[config.mk]
export PLATFORM = sky130hd
export DESIGN_NAME = fib_seq_gen_flat
export DESIGN_NICKNAME = d
export VERILOG_FILES = /design/src/rtl/fib_pkg.sv /design/src/rtl/fib_seq_gen_if.sv /design/src/rtl/fib_seq_gen.sv /design/src/flat_wrapper.sv
export SDC_FILE = /design/constraint.sdc
export NUM_CORES = 1
export LEC_CHECK = 0
export CAP_MARGIN = 20
export CORE_MARGIN = 3
export CORE_UTILIZATION = 50
export CTS_CLUSTER_DIAMETER = 200
export DETAILED_ROUTE_END_ITERATION = 6
export GPL_TIMING_DRIVEN = 0
export PLACE_DENSITY = 0.85
export REMOVE_ABC_BUFFERS = 1
export SETUP_SLACK_MARGIN = 0.4
export SYNTH_ARGS = -nofsm -noshare
export SYNTH_HDL_FRONTEND = slang
export SYNTH_SLANG_ARGS = --single-unit
export TNS_END_PERCENT = 5
[constraint.sdc]
create_clock -name clk -period 4.7 [get_ports clk]
set_clock_uncertainty 0.2 [all_clocks]
set_input_delay 0.94 -clock clk [delete_from_list [all_inputs] [get_ports clk]]
set_output_delay 0.94 -clock clk [all_outputs]
set_load 0.1 [all_outputs]
[src/rtl/fib_pkg.sv]
// Shared types and defaults for the Fibonacci sequence generator.
package fib_pkg;

  typedef enum logic [1:0] {
    IDLE = 2'd0,
    RUN  = 2'd1,
    DONE = 2'd2
  } fib_state_e;

  localparam int DEF_WIDTH = 32'd16;
  localparam int DEF_CNT_W = 32'd8;

  // Register contents after reset, mirroring the classic 0,1 start.
  localparam int SEED_A = 32'd0;
  localparam int SEED_B = 32'd1;

endpackage

[src/rtl/fib_seq_gen_if.sv]
// Control and stream signals of the Fibonacci generator, grouped as one bus.
interface fib_seq_gen_if
  import fib_pkg::*;
#(
  parameter int WIDTH = DEF_WIDTH,
  parameter int CNT_W = DEF_CNT_W
);

  logic             start;
  logic [CNT_W-1:0] n_terms;
  logic [WIDTH-1:0] seed_a;
  logic [WIDTH-1:0] seed_b;
  logic             abort;
  logic             out_ready;
  logic             out_valid;
  logic [WIDTH-1:0] out_data;
  logic             out_last;
  logic             busy;
  logic             done;
  logic             overflow;

  // Control/config master plus downstream consumer view.
  modport master (
    output start, n_terms, seed_a, seed_b, abort, out_ready,
    input  out_valid, out_data, out_last, busy, done, overflow
  );

  // Generator view.
  modport slave (
    input  start, n_terms, seed_a, seed_b, abort, out_ready,
    output out_valid, out_data, out_last, busy, done, overflow
  );

endinterface

[src/rtl/fib_seq_gen.sv]
// Bounded Fibonacci-style term generator with valid/ready output and
// overflow-safe termination: a term that does not fit WIDTH bits is never shown.
module fib_seq_gen
  import fib_pkg::*;
#(
  parameter int WIDTH = DEF_WIDTH,
  parameter int CNT_W = DEF_CNT_W
) (
  input  logic         clk,
  input  logic         rst,
  fib_seq_gen_if.slave bus
);

  fib_state_e       state_r;
  logic [WIDTH-1:0] a_r;
  logic [WIDTH-1:0] b_r;
  logic             a_ovf_r;
  logic             b_ovf_r;
  logic [CNT_W-1:0] cnt_r;
  logic             overflow_r;

  logic [WIDTH:0]   sum_s;
  logic             run_s;
  logic             xfer_s;

  // Next-term adder, one bit wider so a carry flags overflow.
  always_comb begin
    sum_s = {1'b0, a_r} + {1'b0, b_r};
  end

  assign run_s  = (state_r == RUN);
  assign xfer_s = run_s & ~a_ovf_r & bus.out_ready;

  assign bus.out_valid = run_s & ~a_ovf_r;
  assign bus.out_data  = run_s ? a_r : {WIDTH{1'b0}};
  assign bus.out_last  = run_s & ~a_ovf_r & (cnt_r == CNT_W'(1));
  assign bus.busy      = run_s;
  assign bus.done      = (state_r == DONE);
  assign bus.overflow  = overflow_r;

  // Run control FSM and term datapath.
  always_ff @(posedge clk or posedge rst) begin
    if (rst) begin
      state_r    <= IDLE;
      a_r        <= WIDTH'(SEED_A);
      b_r        <= WIDTH'(SEED_B);
      a_ovf_r    <= 1'b0;
      b_ovf_r    <= 1'b0;
      cnt_r      <= {CNT_W{1'b0}};
      overflow_r <= 1'b0;
    end else begin
      case (state_r)
        IDLE: begin
          if (bus.start && (bus.n_terms != {CNT_W{1'b0}})) begin
            a_r        <= bus.seed_a;
            b_r        <= bus.seed_b;
            a_ovf_r    <= 1'b0;
            b_ovf_r    <= 1'b0;
            cnt_r      <= bus.n_terms;
            overflow_r <= 1'b0;
            state_r    <= RUN;
          end
        end
        RUN: begin
          // abort outranks both normal completion and overflow detection
          if (bus.abort) begin
            state_r <= IDLE;
          end else if (a_ovf_r) begin
            overflow_r <= 1'b1;
            state_r    <= DONE;
          end else if (xfer_s) begin
            a_r     <= b_r;
            a_ovf_r <= b_ovf_r;
            b_r     <= sum_s[WIDTH-1:0];
            b_ovf_r <= sum_s[WIDTH] | b_ovf_r | a_ovf_r;
            cnt_r   <= cnt_r - CNT_W'(1);
            if (cnt_r == CNT_W'(1)) begin
              state_r <= DONE;
            end
          end
        end
        DONE: begin
          state_r <= IDLE;
        end
        default: begin
          state_r <= IDLE;
        end
      endcase
    end
  end

endmodule

[src/flat_wrapper.sv]
// flat-port wrapper written by rule: the top's interface ports become plain ports
module fib_seq_gen_flat import fib_pkg::*;
#(
  parameter int WIDTH = DEF_WIDTH,
  parameter int CNT_W = DEF_CNT_W
)
  (clk, rst, bus_start, bus_n_terms, bus_seed_a, bus_seed_b, bus_abort, bus_out_ready, bus_out_valid, bus_out_data, bus_out_last, bus_busy, bus_done, bus_overflow);
  fib_seq_gen_if #(.WIDTH(WIDTH), .CNT_W(CNT_W)) bus_i ();
  input  logic clk;
  input  logic rst;
  input wire logic [$bits(bus_i.start)-1:0] bus_start;
  input wire logic [$bits(bus_i.n_terms)-1:0] bus_n_terms;
  input wire logic [$bits(bus_i.seed_a)-1:0] bus_seed_a;
  input wire logic [$bits(bus_i.seed_b)-1:0] bus_seed_b;
  input wire logic [$bits(bus_i.abort)-1:0] bus_abort;
  input wire logic [$bits(bus_i.out_ready)-1:0] bus_out_ready;
  output wire logic [$bits(bus_i.out_valid)-1:0] bus_out_valid;
  output wire logic [$bits(bus_i.out_data)-1:0] bus_out_data;
  output wire logic [$bits(bus_i.out_last)-1:0] bus_out_last;
  output wire logic [$bits(bus_i.busy)-1:0] bus_busy;
  output wire logic [$bits(bus_i.done)-1:0] bus_done;
  output wire logic [$bits(bus_i.overflow)-1:0] bus_overflow;
  assign bus_i.start = bus_start;
  assign bus_i.n_terms = bus_n_terms;
  assign bus_i.seed_a = bus_seed_a;
  assign bus_i.seed_b = bus_seed_b;
  assign bus_i.abort = bus_abort;
  assign bus_i.out_ready = bus_out_ready;
  assign bus_out_valid = bus_i.out_valid;
  assign bus_out_data = bus_i.out_data;
  assign bus_out_last = bus_i.out_last;
  assign bus_busy = bus_i.busy;
  assign bus_done = bus_i.done;
  assign bus_overflow = bus_i.overflow;
  fib_seq_gen #(.WIDTH(WIDTH), .CNT_W(CNT_W)) u_core (.clk(clk), .rst(rst), .bus(bus_i));
endmodule
After elaboration in Yosys (flattened, before gate mapping)
Cells that the tools add are included.
W data, S select, Z words.
{"block": "op_classes", "add_sub_neg": 2, "eq_ne": 10, "mux": 34, "bitwise_logic": 6, "reduce_logical": 8}
{"op": "$mux W16", "n": 9}
{"op": "$pmux W16 S2", "n": 2}
{"op": "$mux W8", "n": 4}
{"op": "$add A16 B16 Y17", "n": 1}
{"op": "$pmux W8 S2", "n": 1}
{"op": "$mux W2", "n": 5}
{"op": "$mux W1", "n": 9}
{"op": "$eq A8 B1 Y1 const B", "n": 1}
{"op": "$ne A4 B3 Y1 const B", "n": 2}
{"op": "$reduce_bool A8 Y1", "n": 1}
{"op": "$sub A8 B1 Y8 const B", "n": 1}
{"op": "$ne A2 B2 Y1 const B", "n": 3}
{"op": "$pmux W1 S2", "n": 3}
{"op": "$reduce_and A3 Y1", "n": 2}
{"op": "$reduce_and A5 Y1", "n": 1}
{"op": "$ne A2 B1 Y1 const B", "n": 2}
{"op": "$pmux W2 S2", "n": 1}
{"op": "$reduce_and A4 Y1", "n": 1}
{"op": "$and A1 B1 Y1", "n": 3}
{"op": "$eq A2 B1 Y1 const B", "n": 1}
{"op": "$eq A2 B2 Y1 const B", "n": 1}
{"op": "$logic_not A2 Y1", "n": 1}
{"op": "$or A1 B1 Y1", "n": 2}
{"op": "$reduce_bool A2 Y1", "n": 1}
{"op": "other kinds (2)", "n": 2}
{"block": "totals", "reg_bits": 45, "in_bits": 45, "output_inout_bits": 21, "wordCells": 67}

Logic depth before layout (Yosys ltp)
{"block": "logic_depth", "depth_word": 7, "mapped_depth": 9, "mapped_depth_nobuf": 9}

Worst setup path after synthesis
Ideal clock, no wire load.
{"block": "synth_path", "path_kind": "reg-to-output", "start": "register u_core.state_r[1]", "end": "output port bus_out_last", "arrival_ps": 2943, "t_required_ps": 3560, "slack_ps": 617, "stages_incl_launch_ff": 5, "path_buffers": 1, "path_cell_list": "dfrtp_1 > nand2b_1 > clkbuf_1 > nor2_1 > and2_1"}
{"block": "synth_between", "elab_chain_cells": 3}
{"item": "start, declared", "line": "fib_seq_gen.sv:14", "text": "fib_state_e state_r;"}
{"item": "start signal, assigned", "line": "fib_seq_gen.sv:44", "text": "state_r <= IDLE;"}
{"item": "start signal, assigned", "line": "fib_seq_gen.sv:61", "text": "state_r <= RUN;"}
{"item": "start signal, assigned", "line": "fib_seq_gen.sv:67", "text": "state_r <= IDLE;"}
{"item": "$eq A2 B1 Y1", "line": "fib_seq_gen.sv:31", "text": "assign run_s = (state_r == RUN);"}
{"item": "$and A1 B1 Y1"}
{"item": "named net bus_out_valid", "line": "flat_wrapper.sv:17", "text": "output wire logic [$bits(bus_i.out_valid)-1:0] bus_out_valid;"}
{"item": "$and A1 B1 Y1", "line": "fib_seq_gen.sv:36", "text": "assign bus.out_last = run_s & ~a_ovf_r & (cnt_r == CNT_W'(1));"}
{"item": "end, declared", "line": "flat_wrapper.sv:19", "text": "output wire logic [$bits(bus_i.out_last)-1:0] bus_out_last;"}
The timed path passes the listed nets, and every way through them passes these cells.

Worst setup path after layout
{"block": "layout_path", "start": "register u_core.state_r[1]", "end": "output port bus_out_data[4]"}
{"block": "layout_between", "elab_chain_cells": 2}
{"item": "$eq A2 B1 Y1", "line": "fib_seq_gen.sv:31"}
{"item": "$mux W16", "line": "fib_seq_gen.sv:35", "text": "assign bus.out_data = run_s ? a_r : {WIDTH{1'b0}};"}
{"item": "end, declared", "line": "flat_wrapper.sv:18", "text": "output wire logic [$bits(bus_i.out_data)-1:0] bus_out_data;"}
No other way between the ends.

==> metrics.md <==
| Metric | Value |
|---|---|
| Status | `finished, final reports clean` |
| FP Rows | `27` |
| Placed Instance Area | `3736 um^2` |
| Synth unique cells | `54` |
| Final slew viol count | `0` |
| Final worst-path cycle share | `92.37%` |
| Starting DRC count in detailed routing | `182` |
| Cts hold-fix bufs | `0` |
| CTS buffer count | `5` |
| Synthesized area | `3055 um^2` |
| Main synth FF type | `dfrtp_1` |
| Routed vias/inst | `5.850` |
| I/O pins | `66` |
| Share of cells above drive strength 1 | `5.463%` |
| First-pass GRT wire length | `13060 um` |
| # diodes | `0` |
| Post-synth EDFFs | `0` |
| CP Data Arrival Time | `3200 ps` |
| Rel. slew slack | `35.13%` |
| Final GP Congestion | `0.8447` |
| Final setup margin | `358.6 ps` |
| Worst slew pin tran | `970.0 ps` |
| Final WL | `7656 um` |
| Fin Setup TNS | `0 ps` |
| Syn Inst Count | `366` |
| # fillers | `455` |
| CP top delay family | `buffers and inverters` |
| Startpoint Class | `flop` |
| Synth Register Bits | `45` |
| Number of setup violations in the final report | `0` |
| Post-route design area | `3876 um^2` |
| Initial core utilization | `53.52%` |
| CTS sink count | `45` |
| Hold Path Class | `flop to flop` |
| Die area | `7085 um^2` |
| Final Hold Vio Count | `0` |
| Tot GR Track Use | `22.37%` |
| Final Net Count | `484` |
| DP Worst Slack | `468.1 ps` |
| Routed WL per cell | `15.53 um` |
| Critical path fanouts, max | `43` |
| Number of routed nets with antenna violations | `0` |
| CP endpoint kind | `output port` |
| Die width | `84.17 um` |
| Min Hold Slack | `299.4 ps` |
| Core area | `5709 um^2` |
| Ys Warns | `0` |
| IO Port Bufs | `65` |
| Area grow syn2layout | `26.86%` |
| RSZ-0062 raised after global routing | `true` |
| Post-synthesis sequential area ratio | `36.90%` |
| Post-synth ARST share | `100.0%` |
| Initial antenna violation count | `0` |
| Fmax | `230.3 MHz` |
| H-tree depth | `2` |
| Root Driver | `clkbuf_8` |
| WP data required | `3560 ps` |
| Clock transition at path regs | `100 ps` |
| Residual DRC | `0` |
| Number of iterations in the first detailed-routing pass | `5` |
| Clock Tree Buf Depth | `2` |
| Die height | `84.17 um` |
| Largest net degree at the start of global routing | `44` |
| CP Cell Sequence | `nand2b_2, inv_4, and2_1, clkdlybuf4s50_1` |
| Critical path class | `flop to output port` |
| GRT overflow | `0` |
| Crit path buffers/inverters | `2` |
| Latest clock arrival within the worst-skew pair | `320 ps` |
| Vias | `2884` |
| Avg Synthesized Cell Area | `8.348 um^2` |
| Commonest non-fill, non-tap cell in the layout | `clkdlybuf4s50_1` |
| DP HPWL | `5270 um` |
| Crit path time final | `4341 ps` |
| Crit-path max cell delay | `1130 ps` |
| Vias in the first global route | `2847` |
| CP max-delay cell | `clkdlybuf4s50_1` |
| Most frequent cells in the layout | `62 x clkdlybuf4s50_1, 51 x nand2_1, 44 x dfrtp_1` |
| Total of max-cap violations | `0` |
| TritonCTS clock tree | `yes` |
## registers in the layout, indices dropped and copies added (netlist names)
signal               cells
u_core.b_r              16
u_core.cnt_r             8
u_core.bus.overflow      1
u_core.a_r              16
u_core.state_r           2
u_core.b_ovf_r           1
u_core.a_ovf_r           1
## kinds of logic (layout without fill, tap and decap cells)
kind of cell / after synthesis / count (layout) / share of synthesized area [%]
and+or+nand+nor: 145 / 145 / 23.67
xor gates and xnor gates: 10 / 10 / 2.867
muxes: 1 / 1 / 0.3276
adders and majority gates: 19 / 19 / 8.026
AOI/OAI and AO/OA: 115 / 115 / 24.04
buffers and inverters: 31 / 86 / 4.177
DFF: 45 / 45 / 36.90
## metal layers
layer / track usage, % / part of all wire, % / up-vias
met5: 0 / 0 / -
met4: 8.333 / 1.7 / 0
met3: 3.925 / 6.4 / 13
met2: 36.30 / 48 / 116
met1: 29.91 / 44 / 1340
li1: - / - / 1415
## final cells by class
class	instances	area [um^2]	share of cell area (%)
clock buffer	5	68.82	1.775
clock inverter	3	68.82	1.775
inverter	12	47.55	1.227
multi-input combinational	290	1803	46.51
sequential	45	1127	29.08
tap	72	90.09	2.324
timing repair buffer	66	670.6	17.30
## cells in the mapped netlist (4+ instances only)
library cell  instances  area, um^2
o211ai_1              6       45.04
nor2_1               36       135.1
a21o_1                5       37.54
xor2_1                7       61.31
a21oi_1              28       140.1
and2_1               17       106.4
nand2_1              51       191.4
dfrtp_1              44        1101
and3_1                7       43.79
ha_1                 18       225.2
a211oi_1              4       30.03
a31oi_1              22       137.6
a22oi_1               8       60.06
inv_1                11       41.29
o21ai_0               8       40.04
nand3_1               9       45.04
buf_2                 6       30.03
clkbuf_1             10       37.54
o21ai_1              19       95.09
## path summary, 6_finish.rpt
path | to | slack (ps) | from | cells past startpoint
setup / recovery | bus_out_data[4] | 360 | u_core.state_r[1] | 4
setup reg to reg | u_core.cnt_r[2] | 1220 | u_core.state_r[1] | 6
hold / removal | u_core.cnt_r[5] | 300 | u_core.cnt_r[5] | 2
max in group asynchronous | u_core.b_r[10] | 3060 | rst | 3
hold reg to reg | u_core.cnt_r[5] | 300 | u_core.cnt_r[5] | 2
min in group asynchronous | u_core.a_r[5] | 750 | rst | 2
## worst reg2reg max path, delay by kind of cell, from the launching register on
| kind | cells | cell delay, ps |
|---|---|---|
| simple gates | 4 | 2370 |
| flops | 1 | 400 |
| compound gates | 2 | 430 |
## metrics by stage
stage	cells	utilization, %
2_1_floorplan	347	-
3_3_place_gp	484	65.04
3_5_place_dp	485	65.44
4_1_cts	493	67.81
5_1_grt	493	67.89
6_report	493	67.89
## what timing repair did
action                     in CTS  in global routing
gates resized for setup         2                  3
setup endpoints to repair      16                 17
setup buffers                   0                  0
Power is left out: the tool's default activity adds up to more than one toggle a clock period on the data nets, which glitch-free logic cannot reach.
